`src/rtl/chain_relax_sequencer_if.sv`:
```
// Host/controller and constraint-unit signal bundle for chain_relax_sequencer.
// slave = the sequencer, master = the host side that also hosts the constraint unit.
interface chain_relax_sequencer_if #(
    parameter int N_POINTS = 8,
    parameter int ITER_W   = 4
);
    localparam int IW = $clog2(N_POINTS);

    logic              load_valid;
    logic              load_ready;
    logic [IW-1:0]     load_idx;
    logic [31:0]       load_x;
    logic [31:0]       load_y;
    logic              start;
    logic [ITER_W-1:0] iterations;
    logic              busy;
    logic              done;
    logic [IW-1:0]     rd_idx;
    logic [31:0]       rd_x;
    logic [31:0]       rd_y;
    logic [31:0]       cu_up_x, cu_up_y, cu_x, cu_y, cu_down_x, cu_down_y;
    logic              cu_is_last;
    logic [31:0]       cu_x_enf, cu_y_enf;

    modport slave (
        input  load_valid, load_idx, load_x, load_y, start, iterations, rd_idx,
               cu_x_enf, cu_y_enf,
        output load_ready, busy, done, rd_x, rd_y,
               cu_up_x, cu_up_y, cu_x, cu_y, cu_down_x, cu_down_y, cu_is_last
    );

    modport master (
        output load_valid, load_idx, load_x, load_y, start, iterations, rd_idx,
               cu_x_enf, cu_y_enf,
        input  load_ready, busy, done, rd_x, rd_y,
               cu_up_x, cu_up_y, cu_x, cu_y, cu_down_x, cu_down_y, cu_is_last
    );
endinterface

```
`src/rtl/chain_relax_sequencer.sv`:
```
// Gauss-Seidel relaxation sequencer: walks points 1..N-1 through an external
// combinational constraint unit, two cycles per point, for a requested number of passes.
module chain_relax_sequencer #(
    parameter int N_POINTS = 8,
    parameter int ITER_W   = 4
) (
    input  logic                   clk,
    input  logic                   rst_n,
    chain_relax_sequencer_if.slave bus
);
    localparam int IW = $clog2(N_POINTS);
    localparam logic [IW-1:0] LAST = IW'(N_POINTS - 1);

    typedef enum logic [1:0] {S_IDLE, S_ISSUE, S_CAPTURE, S_DONE} state_t;

    state_t            state_q, state_d;
    logic [IW-1:0]     idx_q, idx_d;
    logic [ITER_W-1:0] pass_q, pass_d;
    logic [31:0]       mem_x_q [N_POINTS];
    logic [31:0]       mem_x_d [N_POINTS];
    logic [31:0]       mem_y_q [N_POINTS];
    logic [31:0]       mem_y_d [N_POINTS];
    logic [31:0]       cu_up_x_q, cu_up_x_d, cu_up_y_q, cu_up_y_d;
    logic [31:0]       cu_x_q, cu_x_d, cu_y_q, cu_y_d;
    logic [31:0]       cu_down_x_q, cu_down_x_d, cu_down_y_q, cu_down_y_d;
    logic              cu_is_last_q, cu_is_last_d;
    logic [31:0]       rd_x_q, rd_x_d, rd_y_q, rd_y_d;

    always_comb begin
        state_d      = state_q;
        idx_d        = idx_q;
        pass_d       = pass_q;
        mem_x_d      = mem_x_q;
        mem_y_d      = mem_y_q;
        cu_up_x_d    = cu_up_x_q;
        cu_up_y_d    = cu_up_y_q;
        cu_x_d       = cu_x_q;
        cu_y_d       = cu_y_q;
        cu_down_x_d  = cu_down_x_q;
        cu_down_y_d  = cu_down_y_q;
        cu_is_last_d = cu_is_last_q;

        unique case (state_q)
            S_IDLE: begin
                if (bus.load_valid && (int'(bus.load_idx) < N_POINTS)) begin
                    mem_x_d[bus.load_idx] = bus.load_x;
                    mem_y_d[bus.load_idx] = bus.load_y;
                end
                if (bus.start) begin
                    pass_d  = bus.iterations;
                    idx_d   = IW'(1);
                    state_d = (bus.iterations == '0) ? S_DONE : S_ISSUE;
                end
            end
            S_ISSUE: begin
                cu_up_x_d = mem_x_q[idx_q - 1'b1];
                cu_up_y_d = mem_y_q[idx_q - 1'b1];
                cu_x_d    = mem_x_q[idx_q];
                cu_y_d    = mem_y_q[idx_q];
                // The tail has no lower neighbour; it sees itself as "down".
                if (idx_q == LAST) begin
                    cu_down_x_d  = mem_x_q[idx_q];
                    cu_down_y_d  = mem_y_q[idx_q];
                    cu_is_last_d = 1'b1;
                end else begin
                    cu_down_x_d  = mem_x_q[idx_q + 1'b1];
                    cu_down_y_d  = mem_y_q[idx_q + 1'b1];
                    cu_is_last_d = 1'b0;
                end
                state_d = S_CAPTURE;
            end
            S_CAPTURE: begin
                mem_x_d[idx_q] = bus.cu_x_enf;
                mem_y_d[idx_q] = bus.cu_y_enf;
                if (idx_q < LAST) begin
                    idx_d   = idx_q + 1'b1;
                    state_d = S_ISSUE;
                end else begin
                    pass_d = pass_q - 1'b1;
                    if (pass_q == ITER_W'(1)) begin
                        state_d = S_DONE;
                    end else begin
                        idx_d   = IW'(1);
                        state_d = S_ISSUE;
                    end
                end
            end
            S_DONE:  state_d = S_IDLE;
            default: state_d = S_IDLE;
        endcase
    end

    // Read port sees the pre-edge contents: no forwarding of same-cycle writes.
    always_comb begin
        rd_x_d = '0;
        rd_y_d = '0;
        if (int'(bus.rd_idx) < N_POINTS) begin
            rd_x_d = mem_x_q[bus.rd_idx];
            rd_y_d = mem_y_q[bus.rd_idx];
        end
    end

    always_ff @(posedge clk or negedge rst_n) begin
        if (!rst_n) begin
            state_q      <= S_IDLE;
            idx_q        <= '0;
            pass_q       <= '0;
            cu_up_x_q    <= '0;
            cu_up_y_q    <= '0;
            cu_x_q       <= '0;
            cu_y_q       <= '0;
            cu_down_x_q  <= '0;
            cu_down_y_q  <= '0;
            cu_is_last_q <= 1'b0;
            rd_x_q       <= '0;
            rd_y_q       <= '0;
            for (int i = 0; i < N_POINTS; i++) begin
                mem_x_q[i] <= '0;
                mem_y_q[i] <= '0;
            end
        end else begin
            state_q      <= state_d;
            idx_q        <= idx_d;
            pass_q       <= pass_d;
            cu_up_x_q    <= cu_up_x_d;
            cu_up_y_q    <= cu_up_y_d;
            cu_x_q       <= cu_x_d;
            cu_y_q       <= cu_y_d;
            cu_down_x_q  <= cu_down_x_d;
            cu_down_y_q  <= cu_down_y_d;
            cu_is_last_q <= cu_is_last_d;
            rd_x_q       <= rd_x_d;
            rd_y_q       <= rd_y_d;
            for (int i = 0; i < N_POINTS; i++) begin
                mem_x_q[i] <= mem_x_d[i];
                mem_y_q[i] <= mem_y_d[i];
            end
        end
    end

    assign bus.load_ready = (state_q == S_IDLE);
    assign bus.busy       = (state_q != S_IDLE);
    assign bus.done       = (state_q == S_DONE);
    assign bus.rd_x       = rd_x_q;
    assign bus.rd_y       = rd_y_q;
    assign bus.cu_up_x    = cu_up_x_q;
    assign bus.cu_up_y    = cu_up_y_q;
    assign bus.cu_x       = cu_x_q;
    assign bus.cu_y       = cu_y_q;
    assign bus.cu_down_x  = cu_down_x_q;
    assign bus.cu_down_y  = cu_down_y_q;
    assign bus.cu_is_last = cu_is_last_q;
endmodule

```
`src/flat_wrapper.sv`:
```
// flat-port wrapper written by rule: the top's interface ports become plain ports
module chain_relax_sequencer_flat 
#(
    parameter int N_POINTS = 8,
    parameter int ITER_W   = 4
)
  (clk, rst_n, bus_load_valid, bus_load_idx, bus_load_x, bus_load_y, bus_start, bus_iterations, bus_rd_idx, bus_cu_x_enf, bus_cu_y_enf, bus_load_ready, bus_busy, bus_done, bus_rd_x, bus_rd_y, bus_cu_up_x, bus_cu_up_y, bus_cu_x, bus_cu_y, bus_cu_down_x, bus_cu_down_y, bus_cu_is_last);
  chain_relax_sequencer_if #(.N_POINTS(N_POINTS), .ITER_W(ITER_W)) bus_i ();
  input  logic clk;
  input  logic rst_n;
  input wire logic [$bits(bus_i.load_valid)-1:0] bus_load_valid;
  input wire logic [$bits(bus_i.load_idx)-1:0] bus_load_idx;
  input wire logic [$bits(bus_i.load_x)-1:0] bus_load_x;
  input wire logic [$bits(bus_i.load_y)-1:0] bus_load_y;
  input wire logic [$bits(bus_i.start)-1:0] bus_start;
  input wire logic [$bits(bus_i.iterations)-1:0] bus_iterations;
  input wire logic [$bits(bus_i.rd_idx)-1:0] bus_rd_idx;
  input wire logic [$bits(bus_i.cu_x_enf)-1:0] bus_cu_x_enf;
  input wire logic [$bits(bus_i.cu_y_enf)-1:0] bus_cu_y_enf;
  output wire logic [$bits(bus_i.load_ready)-1:0] bus_load_ready;
  output wire logic [$bits(bus_i.busy)-1:0] bus_busy;
  output wire logic [$bits(bus_i.done)-1:0] bus_done;
  output wire logic [$bits(bus_i.rd_x)-1:0] bus_rd_x;
  output wire logic [$bits(bus_i.rd_y)-1:0] bus_rd_y;
  output wire logic [$bits(bus_i.cu_up_x)-1:0] bus_cu_up_x;
  output wire logic [$bits(bus_i.cu_up_y)-1:0] bus_cu_up_y;
  output wire logic [$bits(bus_i.cu_x)-1:0] bus_cu_x;
  output wire logic [$bits(bus_i.cu_y)-1:0] bus_cu_y;
  output wire logic [$bits(bus_i.cu_down_x)-1:0] bus_cu_down_x;
  output wire logic [$bits(bus_i.cu_down_y)-1:0] bus_cu_down_y;
  output wire logic [$bits(bus_i.cu_is_last)-1:0] bus_cu_is_last;
  assign bus_i.load_valid = bus_load_valid;
  assign bus_i.load_idx = bus_load_idx;
  assign bus_i.load_x = bus_load_x;
  assign bus_i.load_y = bus_load_y;
  assign bus_i.start = bus_start;
  assign bus_i.iterations = bus_iterations;
  assign bus_i.rd_idx = bus_rd_idx;
  assign bus_i.cu_x_enf = bus_cu_x_enf;
  assign bus_i.cu_y_enf = bus_cu_y_enf;
  assign bus_load_ready = bus_i.load_ready;
  assign bus_busy = bus_i.busy;
  assign bus_done = bus_i.done;
  assign bus_rd_x = bus_i.rd_x;
  assign bus_rd_y = bus_i.rd_y;
  assign bus_cu_up_x = bus_i.cu_up_x;
  assign bus_cu_up_y = bus_i.cu_up_y;
  assign bus_cu_x = bus_i.cu_x;
  assign bus_cu_y = bus_i.cu_y;
  assign bus_cu_down_x = bus_i.cu_down_x;
  assign bus_cu_down_y = bus_i.cu_down_y;
  assign bus_cu_is_last = bus_i.cu_is_last;
  chain_relax_sequencer #(.N_POINTS(N_POINTS), .ITER_W(ITER_W)) u_core (.clk(clk), .rst_n(rst_n), .bus(bus_i));
endmodule
```
`config.mk`:
```
export PLATFORM = sky130hd
export DESIGN_NAME = chain_relax_sequencer_flat
export DESIGN_NICKNAME = d
export VERILOG_FILES = /design/src/rtl/chain_relax_sequencer_if.sv /design/src/rtl/chain_relax_sequencer.sv /design/src/flat_wrapper.sv
export SDC_FILE = /design/constraint.sdc
export NUM_CORES = 2
export LEC_CHECK = 0
export BUFFER_PORTS_ARGS = -buffer_cell sky130_fd_sc_hd__buf_4
export CAP_MARGIN = 30
export CORE_MARGIN = 5
export CORE_UTILIZATION = 45
export DETAILED_ROUTE_END_ITERATION = 8
export GPL_ROUTABILITY_DRIVEN = 0
export PLACE_DENSITY_LB_ADDON = 0.25
export SYNTH_ARGS = -nofsm -noshare
export SYNTH_HDL_FRONTEND = slang
export SYNTH_SLANG_ARGS = --single-unit
export TNS_END_PERCENT = 10
```
`constraint.sdc`:
```
create_clock -name clk -period 4.2 [get_ports clk]
set_clock_uncertainty 0.2 [all_clocks]
set_input_delay 0.84 -clock clk [delete_from_list [all_inputs] [get_ports clk]]
set_output_delay 0.84 -clock clk [all_outputs]
set_load 0.05 [all_outputs]
```
==> results by stage <==
Drt:
- For this run, the detailed router's first-pass iteration total came to 7.
- Once detail routing completed, the nets flagged for antenna violations numbered 0.
- In the final routed layout, each cell accounts on average for 32.3 µm.
- After detailed routing, the number of remaining DRC violations is 0.
- The total wire length after detailed routing is 199 mm.
- Using the TritonRoute via totals, the vias-per-cell ratio works out to 7.03.
- Summing over every cut layer, the via total after detailed routing is 43,229.
- The number of design-rule violations left by the first detailed-router iteration is 6,385.

Finish:
- For this run, the post-layout net count is between 4,000 and 5,000.
- Once layout is complete, the utilization of the core stands at 52.0%.
- Leaving out fill and tap cells, the most frequent cells in the layout are sky130_fd_sc_hd__dfrtp_1, sky130_fd_sc_hd__nor2_1, sky130_fd_sc_hd__a21oi_1, sky130_fd_sc_hd__a22oi_1, sky130_fd_sc_hd__buf_4.
- The area growth from synthesis to final layout is 15.0%.
- The post-route netlist has 25.9% of its cells at a drive strength greater than 1.
- The library cell used most frequently in the layout, excluding fill and tap cells, is sky130_fd_sc_hd__dfrtp_1.
- The total non-filler cell area in the finished layout is 55,500 µm².

Global routing:
- The first global-routing pass estimated 289 mm of wire.
- The pin count of the biggest net entering global routing is 146.
- For met1 alone, demand over resource in global routing was 45.4%.
- Global routing consumed, on the met3 layer, between 10 and 15% of the routing resources.
- The met2 layer usage reported by global route is 48.8%.
- The total grt overflow is 0.
- The initial antenna violation count is 6.
- After global routing, the most crowded layer is met2.
- The total global-route track usage is 33.9%.
- The number of global-route vias before repair came to 41,342.

Flow run:
- The count of maximum capacitance violations is 0.

Clock tree:
- The register clock-pin slew on the reported worst setup and hold paths is roughly 0.060 ns.
- Gates resized during post-CTS repair numbered 0.
- The clock tree from TritonCTS is yes.
- Counting along the longest clock path gives a buffer depth of 3.
- The number of setup buffers added after CTS is 0.
- The H-tree depth is 3.
- The number of CTS-inserted buffers is 91.
- The number of sinks handled by clock tree synthesis is 778.
- After clock tree synthesis, the flow added hold-fix buffers numbering 0.
- The cell sitting at the root of the clock tree is a sky130_fd_sc_hd__clkbuf_16.
- The later pin in the worst-skew pair is clocked with a latency of roughly 0.68 ns.

Synth:
- The simple-gate share of the synthesized area is 9.34%.
- For this run, asynchronously set or reset flops after synthesis account for 100%.
- The post-synth design cell area is between 40,000 and 50,000 µm².
- In the synthesized netlist the dominant register cell turns out to be sky130_fd_sc_hd__dfrtp_1.
- By area, the combinational part of the netlist is dominated by multiplexers.
- Sequential elements use approximately two fifths of the synthesized area.
- The distinct cell type count of the synthesized netlist is between 50 and 60.
- The number of enable-type register cells in the synthesized netlist is 0.
- The count of yosys warnings during synthesis is 0.
- The mux cell area share after synthesis is 23.7%.
- The number of standard cells after synthesis is 4,627.
- The post-synthesis compound-gate area fraction is 20.6%.
- After Yosys synthesis, full adders, half adders and majority gates account for 0.130% of the synthesized area.
- The synthesized netlist devotes 0.0571% of its cell area to XOR and XNOR gates.
- The total of flip-flops plus latches after synthesis is 778.
- The net count after synthesis is 4,774.
- The average instance in the mapped netlist occupies 10.4 µm².

Outcome:
- The run finished with clean final reports.

Setup path:
- Of all nets on the critical path, the largest fanout is 10.
- The worst reg2reg path depth is 5.
- STA classifies the critical path startpoint as a flip-flop.
- The number of gates on the worst path with buffers counted is 2.
- The count of buffering cells on the critical path with inverters included is 1.
- Walking the worst path, the cells encountered are nor2_2 > buf_4.
- The data arrival time at the worst-slack endpoint is 2.50 ns.
- The kind of end point of the critical path is a primary output.
- The maximum single-stage delay on the critical path is about 0.87 ns.
- The kind of cell adding the most delay to the critical path is simple AND/OR/NAND/NOR gates.
- The worst setup path is of the reg -> out kind.
- For the worst setup path, the data required time is 3.16 ns.
- For this design, the slowest cell found on the critical path is sky130_fd_sc_hd__nor2_2.

Power:
- Dividing total power by cell area gives a power density of 973 nW/µm².
- Across the VDD grid, the largest voltage drop is ~0.66 mV.
- The leakage dissipation is around 22 nW.

STA:
- Measured against its own limit, the worst slew margin works out to 33.1%.
- Setup repair after global routing left no endpoint under its margin.
- For the pin with the worst max-slew slack, the measured transition is 1.00 ns.
- The highest clock rate is 282 MHz.
- In the finished design, the share of the clock period the worst path needs comes to 84.4%.
- The clock period minus worst slack is around 3.5 ns.
- Hold timing on the final database bottoms out at a slack of 0.00806 ns.
- The number of pins exceeding their max-slew limit in the final report is 0.
- The number of endpoints failing setup at the final stage is 0.
- The final total negative setup slack is 0 ns.
- The final number of hold-violating endpoints is 0.

Floorplan:
- The effective utilization at floorplan is a little under half.
- After floorplanning, the core was divided into 120 placement rows.
- The x dimension of the die is 337 µm.
- The floorplan step set the die height to 337 µm.
- The area of the core is 107,000 µm².
- In this run the count of I/O pins placed on the die edge is 402.
- The floorplan step defined a die boundary enclosing 114,000 µm².

Placed design:
- Once placement finished, the instance area stood at 52,300 µm².
- After legalization and detailed placement, the total HPWL measured ~120 mm.
- The count of buffers added on input and output ports is ~400.

Worst hold path:
- The worst hold path class is in -> async.
## cells in the mapped netlist, types with 12 or more instances
library cell               instances  area (µm²)
sky130_fd_sc_hd__dfrtp_1         778       19500
sky130_fd_sc_hd__nor2_1          563        2110
sky130_fd_sc_hd__a21oi_1         549        2750
sky130_fd_sc_hd__a22oi_1         546        4100
sky130_fd_sc_hd__mux4_2          374        8420
sky130_fd_sc_hd__buf_2           256        1280
sky130_fd_sc_hd__clkbuf_1        255         957
sky130_fd_sc_hd__nand2_1         230         863
sky130_fd_sc_hd__mux2i_1         185        1850
sky130_fd_sc_hd__o21ai_0         131         656
sky130_fd_sc_hd__and2_1          119         744
sky130_fd_sc_hd__mux2_2          102        1150
sky130_fd_sc_hd__o211ai_1         94         706
sky130_fd_sc_hd__nand2b_1         53         332
sky130_fd_sc_hd__buf_1            46         173
sky130_fd_sc_hd__o22ai_1          44         275
sky130_fd_sc_hd__a221oi_1         35         307
sky130_fd_sc_hd__buf_4            35         263
sky130_fd_sc_hd__and2_0           34         213
sky130_fd_sc_hd__a22o_1           24         210
sky130_fd_sc_hd__a32oi_1          24         210
sky130_fd_sc_hd__o21ai_1          18        90.1
sky130_fd_sc_hd__o221ai_1         16         140
sky130_fd_sc_hd__a211oi_1         12        90.1
## final timing paths
| kind | start | endpoint | slack (ns) |
|---|---|---|---|
| setup / recovery | u_core.state_q[1]$_DFFE_PN0N_ | bus_load_ready | 0.66 |
| hold / removal | rst_n | u_core.mem_x_q[61]$_DFFE_PN0P_ | 0.008 |
| setup reg to reg | u_core.state_q[1]$_DFFE_PN0N_ | u_core.mem_x_q[109]$_DFFE_PN0P_ | 0.95 |
| hold reg to reg | u_core.bus.cu_y[25]$_DFFE_PN0P_ | u_core.bus.cu_y[25]$_DFFE_PN0P_ | 0.28 |
| max in group asynchronous | rst_n | u_core.mem_x_q[135]$_DFFE_PN0P_ | 2.55 |
| min in group clk | bus_iterations[0] | u_core.pass_q[0]$_DFFE_PN0P_ | 0.20 |
## per-layer routing
layer / vias to the layer above / wire [µm]
li1: 17543 / -
met1: 21369 / 72900
met2: 3573 / 85000
met3: 740 / 27600
met4: 4 / 13300
met5: - / 24
## registers in the layout, summed over array words and instances (netlist names)
signal and count:
u_core.bus.cu_y 32, u_core.bus.cu_x 32, u_core.bus.cu_down_y 32, u_core.bus.cu_up_x 32
u_core.bus.cu_is_last 1, u_core.mem_x_q 256, u_core.idx_q 3, u_core.bus.cu_down_x 32
u_core.bus.rd_y 32, u_core.bus.cu_up_y 32, u_core.mem_y_q 256, u_core.bus.rd_x 32
u_core.state_q 2, u_core.pass_q 4
## power breakdown
part,total [W],leakage [nW],internal (W),switching (W)
Clock,0.00847,1.54,0.00502,0.00345
Sequential,0.0160,9.41,0.0113,0.00469
Combinational,0.0295,11.0,0.0121,0.0174
## cells by family (layout without fill, tap and decap cells)
| family | Yosys count | count (layout) |
|---|---|---|
| compound gates | 1539 | 1539 |
| xor+xnor | 1 | 1 |
| fa+ha+maj | 5 | 5 |
| buf+inv | 605 | 719 |
| flops | 778 | 778 |
| mux | 662 | 662 |
| other cells | 0 | 5 |
| simple gates | 1037 | 1037 |
## stage by stage
stage	total power [W]	setup slack, ns	cells
floorplan	0.0352	1.04	4627
global placement	0.0443	1.06	5973
detailed placement	0.0448	1.07	5974
CTS	0.0534	0.720	6142
global route	0.0563	0.662	6144
finish	0.0540	0.655	6149
## layout make-up
type | instances | area (µm²)
flip-flops and latches | 778 | 19500
multi-input cells | 3244 | 26300
clock buffers | 124 | 2600
repair buffers | 545 | 4780
well taps | 1403 | 1760
diodes | 5 | 12.5
fillers | 9435 | 51300
clock inverters | 44 | 552
inverters | 6 | 22.5
Note: power is estimated with default switching activity, not from simulation.
